`src/rtl/rr_grant_arbiter.sv`:
```
// rtl/rr_grant_arbiter.sv - round-robin request arbiter with registered one-hot grant
//
// Purpose: arbitrates up to N_REQ request lines into a registered, strictly
// one-hot (or all-zero) grant that feeds an 8x3 one-hot encoder
// (gnt[0]->din_a ... gnt[7]->din_h). Grants rotate fairly; every release is
// followed by at least one all-zero grant cycle.
//
// Optional feature macro: GRANT_TIMEOUT_EN (forced release after MAX_HOLD
// grant cycles, signalled by a one-cycle timeout pulse).
//
// Ports:
//   clk     in   1      rising-edge clock
//   rst     in   1      synchronous active-high reset
//   req     in   N_REQ  request lines
//   done    in   1      release strobe from the holder, sampled only in GRANT
//   gnt     out  N_REQ  registered one-hot grant, zero when idle
//   busy    out  1      high while a grant is held
//   timeout out  1      one-cycle pulse after a forced release
module rr_grant_arbiter #(
  parameter int N_REQ    = 8,
  parameter int MAX_HOLD = 16,
  parameter int CNT_W    = 5
) (
  input  logic             clk,
  input  logic             rst,
  input  logic [N_REQ-1:0] req,
  input  logic             done,
  output logic [N_REQ-1:0] gnt,
  output logic             busy,
  output logic             timeout
);

  localparam int PTR_W = $clog2(N_REQ);

  // Elaboration-time guard on the configuration.
  if (N_REQ != 8 || MAX_HOLD < 2 || MAX_HOLD > 31 || (2 ** CNT_W) <= MAX_HOLD) begin : g_bad_cfg
    $error("rr_grant_arbiter: unsupported N_REQ/MAX_HOLD/CNT_W combination");
  end

  typedef enum logic {
    ST_IDLE  = 1'b0,
    ST_GRANT = 1'b1
  } state_t;

  state_t             state_q, state_d;
  logic [N_REQ-1:0]   gnt_q, gnt_d;
  logic [PTR_W-1:0]   ptr_q, ptr_d;
  logic               timeout_q, timeout_d;

  logic               found;
  logic [PTR_W-1:0]   win;
  logic [PTR_W-1:0]   idx;
  logic               release_req;

`ifdef GRANT_TIMEOUT_EN
  logic [CNT_W-1:0]   hold_cnt_q;
  // Counter holds the number of completed grant cycles; it is zero in the
  // first grant cycle, so hitting MAX_HOLD-1 means gnt has been high MAX_HOLD cycles.
  logic               hold_expired;
  assign hold_expired = (hold_cnt_q == CNT_W'(MAX_HOLD - 1));
`endif

  // Rotating priority search starting at ptr_q.
  always_comb begin
    found = 1'b0;
    win   = '0;
    idx   = '0;
    for (int i = 0; i < N_REQ; i++) begin
      idx = ptr_q + PTR_W'(i);
      if (!found && req[idx]) begin
        found = 1'b1;
        win   = idx;
      end
    end
  end

  // Holder releases on done or when its own request drops.
  assign release_req = done || ((req & gnt_q) == '0);

  // State register.
  always_ff @(posedge clk) begin
    if (rst) begin
      state_q   <= ST_IDLE;
      gnt_q     <= '0;
      ptr_q     <= '0;
      timeout_q <= 1'b0;
    end else begin
      state_q   <= state_d;
      gnt_q     <= gnt_d;
      ptr_q     <= ptr_d;
      timeout_q <= timeout_d;
    end
  end

`ifdef GRANT_TIMEOUT_EN
  always_ff @(posedge clk) begin
    if (rst || state_q == ST_IDLE) begin
      hold_cnt_q <= '0;
    end else begin
      hold_cnt_q <= hold_cnt_q + CNT_W'(1);
    end
  end
`endif

  // Next-state logic.
  always_comb begin
    state_d   = state_q;
    gnt_d     = gnt_q;
    ptr_d     = ptr_q;
    timeout_d = 1'b0;
    case (state_q)
      ST_IDLE: begin
        if (found) begin
          gnt_d   = N_REQ'(1) << win;
          ptr_d   = win + PTR_W'(1);
          state_d = ST_GRANT;
        end
      end
      ST_GRANT: begin
        if (release_req) begin
          gnt_d   = '0;
          state_d = ST_IDLE;
        end
`ifdef GRANT_TIMEOUT_EN
        else if (hold_expired) begin
          gnt_d     = '0;
          state_d   = ST_IDLE;
          timeout_d = 1'b1;
        end
`endif
      end
      default: begin
        gnt_d   = '0;
        state_d = ST_IDLE;
      end
    endcase
  end

  // Outputs.
  always_comb begin
    gnt  = gnt_q;
    busy = |gnt_q;
`ifdef GRANT_TIMEOUT_EN
    timeout = timeout_q;
`else
    timeout = 1'b0;
`endif
  end

`ifndef GRANT_TIMEOUT_EN
  logic unused_timeout;
  assign unused_timeout = timeout_q;
`endif

endmodule

```
`config.mk`:
```
export PLATFORM = sky130hd
export DESIGN_NAME = rr_grant_arbiter
export DESIGN_NICKNAME = d
export VERILOG_FILES = /design/src/rtl/rr_grant_arbiter.sv
export SDC_FILE = /design/constraint.sdc
export NUM_CORES = 1
export LEC_CHECK = 0
export ABC_AREA = 1
export ABC_CLOCK_PERIOD_IN_PS = 7750
export CAP_MARGIN = 30
export CORE_UTILIZATION = 30
export CTS_BUF_LIST = sky130_fd_sc_hd__clkbuf_16
export CTS_CLUSTER_DIAMETER = 60
export CTS_CLUSTER_SIZE = 8
export DETAILED_ROUTE_END_ITERATION = 7
export PLACE_DENSITY_LB_ADDON = 0.08
export SETUP_SLACK_MARGIN = 0.1
export SYNTH_ARGS = -nofsm -noshare
export SYNTH_HDL_FRONTEND = slang
export SYNTH_SLANG_ARGS = --single-unit
```
`constraint.sdc`:
```
create_clock -name clk -period 7.75 [get_ports clk]
set_input_delay 1.1625 -clock clk [delete_from_list [all_inputs] [get_ports clk]]
set_output_delay 1.1625 -clock clk [all_outputs]
set_load 0.02 [all_outputs]
```
==> key figures, run 1 <==
Floorplan
  • Num rows: 23
  • Die Height: around 69 µm
  • CORE AREA: between 4000 and 5000 µm²
  • Die X: approximately 69 µm
  • # IOs: 21
  • Die ar.: 4738 µm²
  • Initial Util: 0.3234

Drt
  • Final wirelength: approximately 3.7 mm
  • Antenna viol nets, final: 0
  • Drc violations: 0
  • Routed via count: ~1,400
  • Initial DRC count: between 50 and 60
  • Drt pass-1 iters: 4
  • Mean routed wirelength per cell: 13.17 µm
  • Vias/cell: 4.910

STA
  • Fin. max-slew vios: 0
  • Worst-Margin Slew: about 0.5 ns
  • Rel. slew slack: 0.6661
  • RSZ-0062 raised after global routing: no
  • Fmax: ~280 MHz
  • Final Cycle Share: 0.4594
  • Setup violators final: 0
  • Final hold viol count: 0
  • Layout Skew: 0.0009398 ns
  • Fin crit period: around 3.6 ns
  • Setup TNS: 0 ns

Job
  • Total of max-cap violations: 0

Clocking
  • Post-CTS Setup Bufs: 0
  • Clk sinks: 12
  • Hold_buf cts: 0
  • Clk buf depth: 2
  • Num CTS Buffers: 3
  • CTS tree: done
  • Skew-Pair Late Insertion Delay: between 0.2 and 0.25 ns
  • Clk pin slew, worst setup/hold paths: 0.04 ns
  • Clk root buf: clkbuf_16
  • H-tree levels: 1
  • # resized after CTS: 0

Logic synthesis
  • Synth Cell Area: around 1300 µm²
  • Asr flop ratio synth: 0
  • Syn Inst Count: 212
  • Mapped Avg Cell Area: 6.321 µm²
  • EDFF count, synth: 0
  • Post-synthesis register bit count: 12
  • Synth Warn #: 0
  • Sequential fraction of the synthesis area: 0.1793
  • Ys flop type: dfxtp_1
  • Post-synth cell types: 33
  • Syn Nets: between 200 and 250

Placement
  • Dpl hpwl: roughly 2.9 mm
  • IO Port Bufs: 19
  • GP Congestion: 0.7784

Global routing
  • Largest net degree at the start of global routing: 13
  • Remaining global-route overflow: 0
  • Antenna violations before repair: 0
  • First-pass GRT wire length: about 6.0 mm
  • Number of global-route vias before repair: 1,280
  • GRT Total Usage: 0.1727

Power and ir drop
  • Worst vdd ir: ~0.00016 V
  • Power Dens Cells: approximately 530 nW/µm²
  • Tot Pwr: approximately 860 µW
  • Leak Pwr: 0.7310 nW

Worst setup path
  • WP buf/inv: 2
  • Crit start category: input port
  • Crit path DAT: roughly 3.7 ns
  • Cells along the critical path: clkdlybuf4s50_1, nand2_1, nand3_1, nand3_2, nand2_2, nor2_4, nand4_4, nor3_2, nand2_1, o21ai_1, inv_1, a21oi_1, ha_1, ha_1, nor2_1, a211oi_2
  • Required @ worst endpoint: about 7.9 ns
  • Stages on worst setup path: 16
  • Worst reg2reg path depth: 17
  • Max stage delay on crit path: roughly 0.46 ns
  • CP max-delay cell: clkdlybuf4s50_1
  • Top delay family on crit path: simple AND/OR/NAND/NOR gates
  • Crit Path Max Fanout: 4
  • CP endpoint kind: flop
  • Critical path class: in2reg

Layout
  • Filler Cells Inserted: approximately 480
  • Share of layout cells above drive strength 1: 0.1579
  • Multi-input gate area: roughly 950 µm²
  • Synth-to-Final Area Change: 20.63%
  • Nets: 247
  • Register area: around 240 µm²
  • # diodes: 0

Worst hold path
  • Hold Path Depth: 2
  • Worst Hold Class: reg2reg

Status
  • Run status: finished clean
==> registers in the layout, summed over array words and instances (netlist names) <==
| register | cells |
|---|---|
| state_q | 1 |
| gnt | 8 |
| ptr_q | 3 |
==> per-layer routing <==
metal  global-route usage  part of all wire
met5                    0                 0
met1               0.2368              0.51
met4              0.03061            0.0060
met3              0.03783             0.054
met2               0.2782              0.43
==> final cells by class <==
cell class,count,area share
clock buffer,3,0.04644
sequential,12,0.1486
inverter,25,0.05805
tap,50,0.03870
clock inverter,1,0.002322
timing repair buffer,19,0.1176
multi-input combinational,168,0.5882
==> logic make-up (layout without fill, tap and decap cells) <==
| logic type | Yosys count | in the layout | synth area share |
|---|---|---|---|
| other | 1 | 1 | 0.002798 |
| adders and majority gates | 7 | 7 | 0.06536 |
| and+or+nand+nor | 128 | 128 | 0.4781 |
| buffers and inverters | 32 | 48 | 0.1111 |
| xor gates and xnor gates | 4 | 4 | 0.02615 |
| DFF | 12 | 12 | 0.1793 |
| AOI/OAI and AO/OA | 28 | 28 | 0.1373 |
==> cells in the mapped netlist (2+ instances only) <==
library cell | count | area (µm²)
a211oi_2 | 2 | 25.02
a21oi_1 | 14 | 70.07
a31oi_1 | 2 | 12.51
buf_2 | 2 | 10.01
buf_6 | 3 | 33.78
dfxtp_1 | 12 | 240.2
ha_1 | 7 | 87.58
inv_1 | 20 | 75.07
inv_2 | 5 | 18.77
nand2_1 | 60 | 225.2
nand2_2 | 12 | 75.07
nand3_1 | 24 | 120.1
nand3_2 | 8 | 80.08
nor2_1 | 15 | 56.30
nor2_4 | 2 | 22.52
nor4_1 | 2 | 12.51
o21ai_0 | 2 | 10.01
o21ai_1 | 3 | 15.01
xnor2_1 | 2 | 17.52
xor2_1 | 2 | 17.52
==> worst paths after layout <==
| check | end | slack [ns] | start |
|---|---|---|---|
| max | ptr_q[2] | 4.19 | req[7] |
| min | gnt[6] | 0.51 | gnt[6] |
| max reg2reg | ptr_q[2] | 4.20 | ptr_q[0] |
| min reg2reg | gnt[6] | 0.51 | gnt[6] |
==> where the power goes <==
part	total (mW)	leakage, nW	internal (mW)	switching, mW
registers	0.118	0.0982	0.0825	0.0355
clock network	0.0943	0.0385	0.0679	0.0264
logic	0.647	0.594	0.230	0.417
==> worst min-delay path, stage by stage, from the launching register on <==
cell	delay [ns]
dfxtp_1	0.33
nand2_1	0.07
a21oi_1	0.05
==> layout by cell type (no fill, tap or decap), drive strengths merged <==
cell type | netlist | routed
a211oi | 2 | 2
a21oi | 14 | 14
a221oi | 1 | 1
a22o | 1 | 1
a31oi | 2 | 2
and3 | 1 | 1
clkbuf | 1 | 3
clkdlybuf4s50 | 0 | 19
clkinv | 0 | 1
conb | 1 | 1
dfxtp | 12 | 12
ha | 7 | 7
inv | 25 | 25
nand2 | 72 | 72
nand3 | 32 | 32
nand4 | 2 | 2
nor2 | 17 | 17
nor3 | 2 | 2
nor4 | 2 | 2
o21ai | 7 | 7
o221ai | 1 | 1
xnor2 | 2 | 2
xor2 | 2 | 2
==> metrics by stage <==
| step | instances | hold slack (ns) | setup slack, ns | area [µm²] | utilization |
|---|---|---|---|---|---|
| floorplan | 212 | 0.5592 | 4.731 | 1340 | - |
| global placement | 274 | 0.5021 | 3.961 | 1538 | 0.3711 |
| detailed placement | 274 | 0.4991 | 3.964 | 1538 | 0.3711 |
| CTS | 278 | 0.5057 | 4.205 | 1617 | 0.3901 |
| global route | 278 | 0.5241 | 3.971 | 1617 | 0.3901 |
| finish | 278 | 0.5089 | 4.189 | 1617 | 0.3901 |
(Power assumes the default switching activity.)
==> run 2, diff against run 1 <==
--- a/config.mk
+++ b/config.mk
@@ -6,7 +6,7 @@
 export NUM_CORES = 1
 export LEC_CHECK = 0
 export ABC_AREA = 1
-export ABC_CLOCK_PERIOD_IN_PS = 7750
+export ABC_CLOCK_PERIOD_IN_PS = 2900
 export CAP_MARGIN = 30
 export CORE_UTILIZATION = 30
 export CTS_BUF_LIST = sky130_fd_sc_hd__clkbuf_16
==> constraint.sdc (replaced) <==
create_clock -name clk -period 2.9 [get_ports clk]
set_input_delay 0.435 -clock clk [delete_from_list [all_inputs] [get_ports clk]]
set_output_delay 0.435 -clock clk [all_outputs]
set_load 0.02 [all_outputs]
==> key figures, run 2 (same netlist as run 1, synthesis figures left out) <==
Status
  • Run status: finished clean

STA
  • Layout Skew: 0.001847 ns
  • Fin crit period: 2.735 ns
  • Fmax: between 300 and 400 MHz
  • Setup WS post-layout: between 0.15 and 0.2 ns
  • Fin. max-slew vios: 0
  • Worst-Margin Slew: between 0.5 and 0.6 ns
  • RSZ-0062 raised after global routing: yes
  • Final hold viol count: 0
  • Hold slack: around 0.50 ns
  • Final Cycle Share: 0.9430
  • Setup violators final: 0
  • Setup TNS: 0 ns
  • Rel. slew slack: 0.6526

Global routing
  • GRT Total Usage: 0.1780
  • Remaining global-route overflow: 0
  • First-pass GRT wire length: roughly 6 mm
  • Largest net degree at the start of global routing: 13
  • Number of global-route vias before repair: 1,292
  • Antenna violations before repair: 0

Drt
  • Drc violations: 0
  • Initial DRC count: 57
  • Final wirelength: 3.994 mm
  • Routed via count: approximately 1,500
  • Vias/cell: a little under 5
  • Mean routed wirelength per cell: roughly 13 µm
  • Drt pass-1 iters: 4
  • Antenna viol nets, final: 0

Worst setup path
  • Crit path DAT: around 2.8 ns
  • CP endpoint kind: flop
  • Crit Path Max Fanout: 4
  • Reg2reg end: ptr_q[2]
  • Crit start category: input port
  • FF-to-FF Start: ptr_q[1]
  • Flop-to-flop setup slack: 0.18 ns
  • CP startpoint: req[2]
  • Required @ worst endpoint: roughly 3 ns
  • Critical path class: in2reg
  • Worst reg2reg path depth: 17
  • CP endpoint: ptr_q[2]

Floorplan
  • Die X: 68.84 µm
  • Num rows: 23
  • CORE AREA: 4144 µm²
  • Die ar.: between 4000 and 5000 µm²
  • Die Height: just under 70 µm
  • # IOs: 21
  • Initial Util: 0.3234

Layout
  • Number of flip-flops in the largest register: 8
  • Finished Cell Area: a little under 2000 µm²
  • Commonest non-fill, non-tap cell in the layout: nand2_1
  • Final Core Density: 0.4743
  • Filler Cells Inserted: between 400 and 500
  • Most frequent cells in the layout: nand2_1, buf_4, inv_1, nand3_1, clkdlybuf4s50_1
  • Synth-to-Final Area Change: 46.69%
  • Finished Layout Cells: approximately 310
  • Share of layout cells above drive strength 1: 0.3333
  • Nets: 277
  • # diodes: 0

Placement
  • Dpl hpwl: 3.180 mm
  • Setup Slack @ Placement: -0.1519 ns
  • Placed cells: around 300
  • IO Port Bufs: 19
  • Area post-placement: between 1500 and 2000 µm²
  • GP Congestion: 0.8568

Power and ir drop
  • Power Dens Cells: between 1000 and 1500 nW/µm²
  • Tot Pwr: 2.827 mW
  • Worst vdd ir: around 0.00057 V
  • Leak Pwr: between 0.9 and 1 nW

Clocking
  • Clk sinks: 12
  • Skew-Pair Late Insertion Delay: ~0.24 ns
  • Clk pin slew, worst setup/hold paths: roughly 0.040 ns
  • Hold_buf cts: 0
  • H-tree levels: 1
  • Num CTS Buffers: 3
  • Clk root buf: clkbuf_16
  • Clk buf depth: 2
  • CTS tree: done

Worst hold path
  • Worst Hold Class: reg2reg

Job
  • Total of max-cap violations: 0
## run 2: power by group
part / total, mW / internal (mW) / switching [mW]
Sequential: 0.287 / 0.223 / 0.0645
Clock: 0.256 / 0.182 / 0.0739
Combinational: 2.28 / 0.972 / 1.31
## run 2: worst min-delay path by stage
stage | from | endpoint | slack (ns) | cells past startpoint
detailed placement | gnt[0] | gnt[0] | 0.50 | 2
finish | gnt[5] | gnt[5] | 0.50 | 2
floorplan | rst | ptr_q[1] | 0.51 | 1
global placement | gnt[4] | gnt[4] | 0.50 | 2
global route | gnt[0] | gnt[0] | 0.53 | 2
CTS | gnt[0] | gnt[0] | 0.51 | 2
## run 2: area by class of cell
class	count	area, µm²	area share
multi-input combinational	168	1060	0.5391
timing repair buffer	49	420.4	0.2139
sequential	12	242.7	0.1235
inverter	25	101.3	0.05156
clock buffer	3	75.07	0.03819
tap	50	62.56	0.03183
clock inverter	1	3.754	0.001910
## run 2: critical path, stage by stage
cell and delay (ns):
clkdlybuf4s50_1 0.46, nand2_1 0.15, nand3_4 0.10, nand3_2 0.10
nand2_2 0.08, nor2_4 0.16, nand4_4 0.14, nor3_4 0.17
nand2_1 0.11, buf_4 0.15, nor2_2 0.12, a21oi_4 0.05
ha_2 0.19, ha_1 0.27, nor2_1 0.11, a211oi_2 0.04
## run 2: per-layer routing
| layer | wire length, µm | share of wire | global-route usage | vias up |
|---|---|---|---|---|
| met1 | 1997 | 0.50 | 0.2414 | 690 |
| met2 | 1799 | 0.45 | 0.2855 | 32 |
| li1 | - | - | - | 789 |
| met3 | 174 | 0.044 | 0.04112 | 2 |
| met5 | 0 | 0 | 0 | - |
| met4 | 22 | 0.0055 | 0.03827 | 0 |
## run 2: what timing repair did
| action | in CTS | in global routing |
|---|---|---|
| buffers inserted | 0 | 2 |
| endpoints found under the setup margin | 1 | 10 |
| pin swaps | 0 | 6 |
| resized for setup | 2 | 26 |
==> run 3, diff against run 2 <==
--- a/config.mk
+++ b/config.mk
@@ -18,3 +18,4 @@
 export SYNTH_ARGS = -nofsm -noshare
 export SYNTH_HDL_FRONTEND = slang
 export SYNTH_SLANG_ARGS = --single-unit
+export TNS_END_PERCENT = 50
==> results of run 3 <==
No change in the layout: final DEF, timing and power equal those of run 2.
